[config.mk]
export PLATFORM = sky130hd
export DESIGN_NAME = bsearch_engine
export DESIGN_NICKNAME = d
export VERILOG_FILES = /design/src/rtl/bsearch_pkg.sv /design/src/rtl/bsearch_engine_ctrl.sv /design/src/rtl/bsearch_engine.sv
export SDC_FILE = /design/constraint.sdc
export NUM_CORES = 1
export LEC_CHECK = 0
export ABC_AREA = 1
export CORE_MARGIN = 2
export CORE_UTILIZATION = 45
export DETAILED_ROUTE_END_ITERATION = 7
export DONT_BUFFER_PORTS = 1
export PLACE_DENSITY = 0.64
export SLEW_MARGIN = 30
export SYNTH_ARGS = -nofsm -noshare
export SYNTH_HDL_FRONTEND = slang
export SYNTH_SLANG_ARGS = --single-unit
[constraint.sdc]
create_clock -name clk -period 2.97 [get_ports clk]
set_clock_uncertainty 0.05 [all_clocks]
set_input_delay 0.594 -clock clk [delete_from_list [all_inputs] [get_ports clk]]
set_output_delay 0.594 -clock clk [all_outputs]
set_load 0.02 [all_outputs]
[src/rtl/bsearch_pkg.sv]
// rtl/bsearch_pkg.sv - shared types and midpoint helper for the binary-search engine
package bsearch_pkg;

    typedef enum logic [2:0] {IDLE, ISSUE, WAIT, CMP, DONE} state_t;

    typedef enum logic [1:0] {LT, EQ, GT} cmp_t;

    // Midpoint of the half-open window [lo,hi); 32-bit arithmetic so lo+hi never overflows
    function automatic logic [31:0] calc_mid(input logic [31:0] lo, input logic [31:0] hi);
        calc_mid = (lo + hi) >> 1;
    endfunction

endpackage

[src/rtl/bsearch_engine_ctrl.sv]
// rtl/bsearch_engine_ctrl.sv - search sequencer FSM with RAM read-latency wait counter
module bsearch_engine_ctrl
    import bsearch_pkg::*;
#(
    parameter int RD_LAT = 1
) (
    input  logic   clk,
    input  logic   reset,
    input  logic   i_start,
    input  logic   i_empty,
    input  logic   i_eq,
    input  logic   i_mode,
    output state_t o_state,
    output logic   o_busy,
    output logic   o_done
);

    // WAIT lasts RD_LAT-1 cycles; counter counts down to zero before CMP
    localparam logic [3:0] WAIT_INIT = (RD_LAT > 1) ? 4'(RD_LAT - 2) : 4'd0;

    state_t     r_state;
    logic [3:0] r_wait_cnt;
    logic       r_busy;
    logic       r_done;

    assign o_state = r_state;
    assign o_busy  = r_busy;
    assign o_done  = r_done;

    // State sequencing with busy/done registered alongside the state they describe
    always_ff @(posedge clk) begin
        if (reset) begin
            r_state    <= IDLE;
            r_wait_cnt <= '0;
            r_busy     <= 1'b0;
            r_done     <= 1'b0;
        end else begin
            case (r_state)
                IDLE: begin
                    if (i_start) begin
                        r_state <= ISSUE;
                        r_busy  <= 1'b1;
                    end
                end
                ISSUE: begin
                    if (i_empty) begin
                        r_state <= DONE;
                        r_busy  <= 1'b0;
                        r_done  <= 1'b1;
                    end else if (RD_LAT > 1) begin
                        r_state    <= WAIT;
                        r_wait_cnt <= WAIT_INIT;
                    end else begin
                        r_state <= CMP;
                    end
                end
                WAIT: begin
                    if (r_wait_cnt == 4'd0) begin
                        r_state <= CMP;
                    end else begin
                        r_wait_cnt <= r_wait_cnt - 4'd1;
                    end
                end
                CMP: begin
                    if (i_eq && !i_mode) begin
                        r_state <= DONE;
                        r_busy  <= 1'b0;
                        r_done  <= 1'b1;
                    end else begin
                        r_state <= ISSUE;
                    end
                end
                DONE: begin
                    // Hold the result until the requester releases start
                    if (!i_start) begin
                        r_state <= IDLE;
                        r_done  <= 1'b0;
                    end
                end
                default: r_state <= IDLE;
            endcase
        end
    end

endmodule

[src/rtl/bsearch_engine.sv]
// rtl/bsearch_engine.sv - binary-search engine over an external sorted synchronous RAM
module bsearch_engine
    import bsearch_pkg::*;
#(
    parameter int DATA_W = 8,
    parameter int ADDR_W = 5,
    parameter int RD_LAT = 1
) (
    input  logic              clk,
    input  logic              reset,
    input  logic              start,
    input  logic [DATA_W-1:0] key,
    input  logic              mode,
    output logic [ADDR_W-1:0] mem_addr,
    input  logic [DATA_W-1:0] mem_q,
    output logic              busy,
    output logic              done,
    output logic              found,
    output logic [ADDR_W:0]   loc
);

    localparam logic [ADDR_W:0]   DEPTH_V   = {1'b1, {ADDR_W{1'b0}}};
    localparam logic [ADDR_W:0]   ONE_V     = {{ADDR_W{1'b0}}, 1'b1};
    localparam logic [ADDR_W-1:0] ROOT_ADDR = ADDR_W'(DEPTH_V >> 1);

    logic [ADDR_W:0]   r_lo;
    logic [ADDR_W:0]   r_hi;
    logic [ADDR_W:0]   r_best;
    logic              r_hit;
    logic [DATA_W-1:0] r_key;
    logic              r_mode;
    logic [ADDR_W-1:0] r_mem_addr;
    logic              r_found;
    logic [ADDR_W:0]   r_loc;

    state_t            w_state;
    cmp_t              w_cmp;
    logic              w_empty;
    logic [ADDR_W:0]   w_mid;
    logic [ADDR_W:0]   w_nlo;
    logic [ADDR_W:0]   w_nhi;
    logic [ADDR_W-1:0] w_nmid;

    assign w_empty = (r_lo == r_hi);
    assign w_mid   = (ADDR_W+1)'(calc_mid(32'(r_lo), 32'(r_hi)));
    assign w_nlo   = (w_cmp == GT) ? (w_mid + ONE_V) : r_lo;
    assign w_nhi   = ((w_cmp == LT) || ((w_cmp == EQ) && r_mode)) ? w_mid : r_hi;
    // Address of the next probe is prepared in CMP so it is stable throughout ISSUE
    assign w_nmid  = ADDR_W'(calc_mid(32'(w_nlo), 32'(w_nhi)));

    assign mem_addr = r_mem_addr;
    assign found    = r_found;
    assign loc      = r_loc;

    // Unsigned three-way compare of the latched key against the returned RAM word
    always_comb begin
        w_cmp = EQ;
        if (r_key < mem_q) begin
            w_cmp = LT;
        end else if (r_key > mem_q) begin
            w_cmp = GT;
        end
    end

    bsearch_engine_ctrl #(
        .RD_LAT (RD_LAT)
    ) u_ctrl (
        .clk     (clk),
        .reset   (reset),
        .i_start (start),
        .i_empty (w_empty),
        .i_eq    (w_cmp == EQ),
        .i_mode  (r_mode),
        .o_state (w_state),
        .o_busy  (busy),
        .o_done  (done)
    );

    // Search window, best-match tracking and result registers
    always_ff @(posedge clk) begin
        if (reset) begin
            r_lo       <= '0;
            r_hi       <= DEPTH_V;
            r_best     <= DEPTH_V;
            r_hit      <= 1'b0;
            r_key      <= '0;
            r_mode     <= 1'b0;
            r_mem_addr <= '0;
            r_found    <= 1'b0;
            r_loc      <= '0;
        end else begin
            case (w_state)
                IDLE: begin
                    r_lo    <= '0;
                    r_hi    <= DEPTH_V;
                    r_best  <= DEPTH_V;
                    r_hit   <= 1'b0;
                    r_found <= 1'b0;
                    r_loc   <= '0;
                    if (start) begin
                        r_key      <= key;
                        r_mode     <= mode;
                        r_mem_addr <= ROOT_ADDR;
                    end
                end
                ISSUE: begin
                    if (w_empty) begin
                        r_found <= r_hit;
                        r_loc   <= r_hit ? r_best : r_lo;
                    end
                end
                CMP: begin
                    r_lo       <= w_nlo;
                    r_hi       <= w_nhi;
                    r_mem_addr <= w_nmid;
                    if (w_cmp == EQ) begin
                        r_hit  <= 1'b1;
                        r_best <= w_mid;
                        if (!r_mode) begin
                            r_found <= 1'b1;
                            r_loc   <= w_mid;
                        end
                    end
                end
                default: ;
            endcase
        end
    end

endmodule

==> results.md <==
* Outcome: finished, final reports clean
* Clk_lat worst skew at between 300 and 400 ps
* DRT Wirelength at between 7000 and 8000 um
* Primary FF master, synth: dfxtp_1
* RSZ-0062 raised after global routing: true
* DRC viols at 0
* R2R Path Start: r_hi[0]
* Netlist Area Pre-Place at 3050 sq um
* DR WL/cell at about 14 um
* Pwr Density at 663 nW/um^2
* Post-synth EDFFs at 0
* H-tree levels at 2
* Util after Layout at between 50% and 60%
* CP Capture Point: mem_addr[4]
* Die Ht at about 86 um
* Die width at between 80 and 90 um
* Buffers added on ports at 0
* Top post-synthesis cells by area: dfxtp_1 (32%), nand2_1 (12%), a21oi_1 (8.4%)
* Synth warnings at 0
* Final hold viol count at 0
* Most common cell after layout, fill and taps aside: nand2_1
* Reg-to-reg endpoint: mem_addr[4]
* Tot Pwr at 2.37 mW
* Hold WC Path Type: input port to flop
* P&R area growth vs syn at 17.3%
* Synth Instances at 433
* Vias at between 2000 and 3000
* Detailed Route Iter0 Violations at 172
* Slew Limit Fails at 0
* Antenna cell count at 0
* I/O pin cnt at 34
* Total gr overflow at 0
* NumNets Final at approximately 510
* Hold_buf cts at 0
* Syn Area/Cell at 7.04 sq um
* CTS tree: done
* Total GRT Usage at a little over a fifth
* Peak supply drop at about 0.38 mV
* Worst slew pin tran at roughly 510 ps
* Vias in the first global route at ~2600
* DP Wirelength at 5640 um
* Final RePlAce weighted congestion at 0.913
* Register-to-register setup slack at 60 ps
* Setup Viol. Count Final at 0
* Critical path data required time at around 3200 ps
* Pin count of the biggest net entering global routing at 34
* Post-route ant nets at 0
* Share of layout cells above drive strength 1 at 23.4%
* Synth unique cells at 46
* # Max-Cap Violations at 0
* Worst Reg-to-Reg Cells at 21
* Starting Density at between 40% and 50%
* Clock buffer count from CTS at 5
* CP endpoint kind: flop
* Via/cell ratio at between 5 and 6
* Worst setup path start: r_hi[0]
* Synthesized flop and latch total at between 40 and 50
* Net Count, Synth at between 400 and 500
* Drt pass-1 iters at 4
* Core area at around 6500 sq um
* Fmax at 0.344 GHz
* Post-synthesis sequential area ratio at between 30% and 40%
* Crit path launch type: flop
* Rows at 29
* Critical path class: flop to flop
* Die area at 7440 sq um
* Minimum clock period at 2910 ps
* Commonest cells after routing, fill and taps aside: nand2_1 (95), a21oi_1 (50), dfxtp_1 (47), inv_1 (42), buf_4 (39)
* Ys async rst share at 0%
* Worst EP arrival at just over 3000 ps
* Clock tree buffer depth at 2
* Final worst path period share at around 100%
* Post-synth top area cell: dfxtp_1
* Initial antenna violation count at 0
* Crit path max fanout at 4
* Top cell type's share of synthesized area at between 30 and 40%
* Leakage power at 1.60 nW
* First-pass GRT wire length at 12400 um
* Slew Limit Headroom at roughly 66%
* Clock Sink Count at 49
* CTS Root Cell: clkbuf_8
* Worst-path clk slew at around 100 ps
critical path, cell delays in order, from the launching register on:
cell and delay (ps):
dfxtp_2 380, ha_4 150, inv_2 40, fa_2 370
inv_2 100, nand2_2 50, nand2_2 80, inv_2 50
ha_4 150, nor3b_4 140, xor2_1 140, nand2_1 80
o21a_1 180, ha_4 230, nand2_4 60, nor2_2 40
a211oi_2 200, nand2_1 90, nand3_1 80, nand3_1 60
nand2_1 70, inv_1 30
cell type report:
cell class	count	area, sq um
Clock buffer	5	68.8
Clock inverter	3	28.8
Fill cell	647	2890
Inverter	54	204
Multi-Input combinational cell	316	1900
Sequential cell	49	983
Tap cell	77	96.3
Timing Repair Buffer	39	293
what timing repair did:
item | CTS | global route
pin swaps | 1 | 16
setup buffers | 0 | 4
gates resized for setup | 4 | 23
endpoints found under the setup margin | 2 | 4
gates cloned | 0 | 0
worst min path at each step:
stage | depth (start not counted) | endpoint | from
2_1_floorplan | 2 | r_key[0] | r_key[0]
3_3_place_gp | 2 | r_key[3] | r_key[3]
3_5_place_dp | 2 | r_best[4] | r_best[4]
4_1_cts | 1 | mem_addr[2] | reset
5_1_grt | 1 | mem_addr[2] | reset
6_report | 1 | mem_addr[2] | reset
cells in the mapped netlist (2+ instances only):
cell	instances
a211oi_1	3
a21oi_1	51
a21oi_2	2
a31oi_1	4
buf_2	4
buf_6	2
clkbuf_1	6
dfxtp_1	49
fa_1	2
ha_1	20
inv_1	45
inv_2	8
nand2_1	99
nand2_2	8
nand2_4	3
nand3_1	27
nand3_2	4
nand3b_1	2
nand4_1	2
nor2_1	32
nor2_2	4
nor3_1	2
o211ai_1	3
o21a_1	3
o21ai_0	19
o21ai_1	5
o21ai_2	3
o22ai_1	2
xor2_1	2
registers in the layout (all words and copies together) (netlist names):
register           flops
u_ctrl.o_state         3
found                  1
u_ctrl.o_busy          1
r_hit                  1
u_ctrl.r_wait_cnt      4
r_lo                   6
u_ctrl.o_done          1
mem_addr               5
r_mode                 1
loc                    6
r_best                 6
r_hi                   6
r_key                  8
cells by family after synthesis:
kind of cell / Yosys count / share of synthesized area (%)
flip-flops: 49 / 32.2
XOR/XNOR: 3 / 0.863
buffers and inverters: 68 / 9.20
AO/OA/AOI/OAI: 99 / 18.7
AND/OR/NAND/NOR: 192 / 29.5
adder cells (fa/ha/maj): 22 / 9.53
power breakdown:
group | internal (mW) | switching (mW) | leakage, nW | total, mW
Combinational | 0.344 | 0.679 | 1.15 | 1.02
Sequential | 0.774 | 0.123 | 0.400 | 0.897
Clock | 0.179 | 0.271 | 0.0511 | 0.449
layer usage:
metal  vias to the layer above  global-route usage, %  share of wire [%]
met1                      1301                   29.4                 49
met3                        17                   4.19                5.7
met2                        78                   32.6                 44
met5                         -                      0                  0
li1                       1498                      -                  -
met4                         0                   6.53                1.6
metrics by stage:
step / cells / TNS, ps / hold slack [ps] / cell area (sq um) / setup WS [ps]
5_1_grt: 543 / -250 / 256 / 3570 / -179
3_3_place_gp: 531 / -113 / 399 / 3340 / -85.8
3_5_place_dp: 531 / -97.2 / 404 / 3340 / -79.3
4_1_cts: 539 / 0 / 266 / 3450 / 9.76
6_report: 543 / 0 / 271 / 3570 / 60.9
2_1_floorplan: 433 / 0 / 383 / 3060 / 19.5
(Power assumes the default switching activity.)
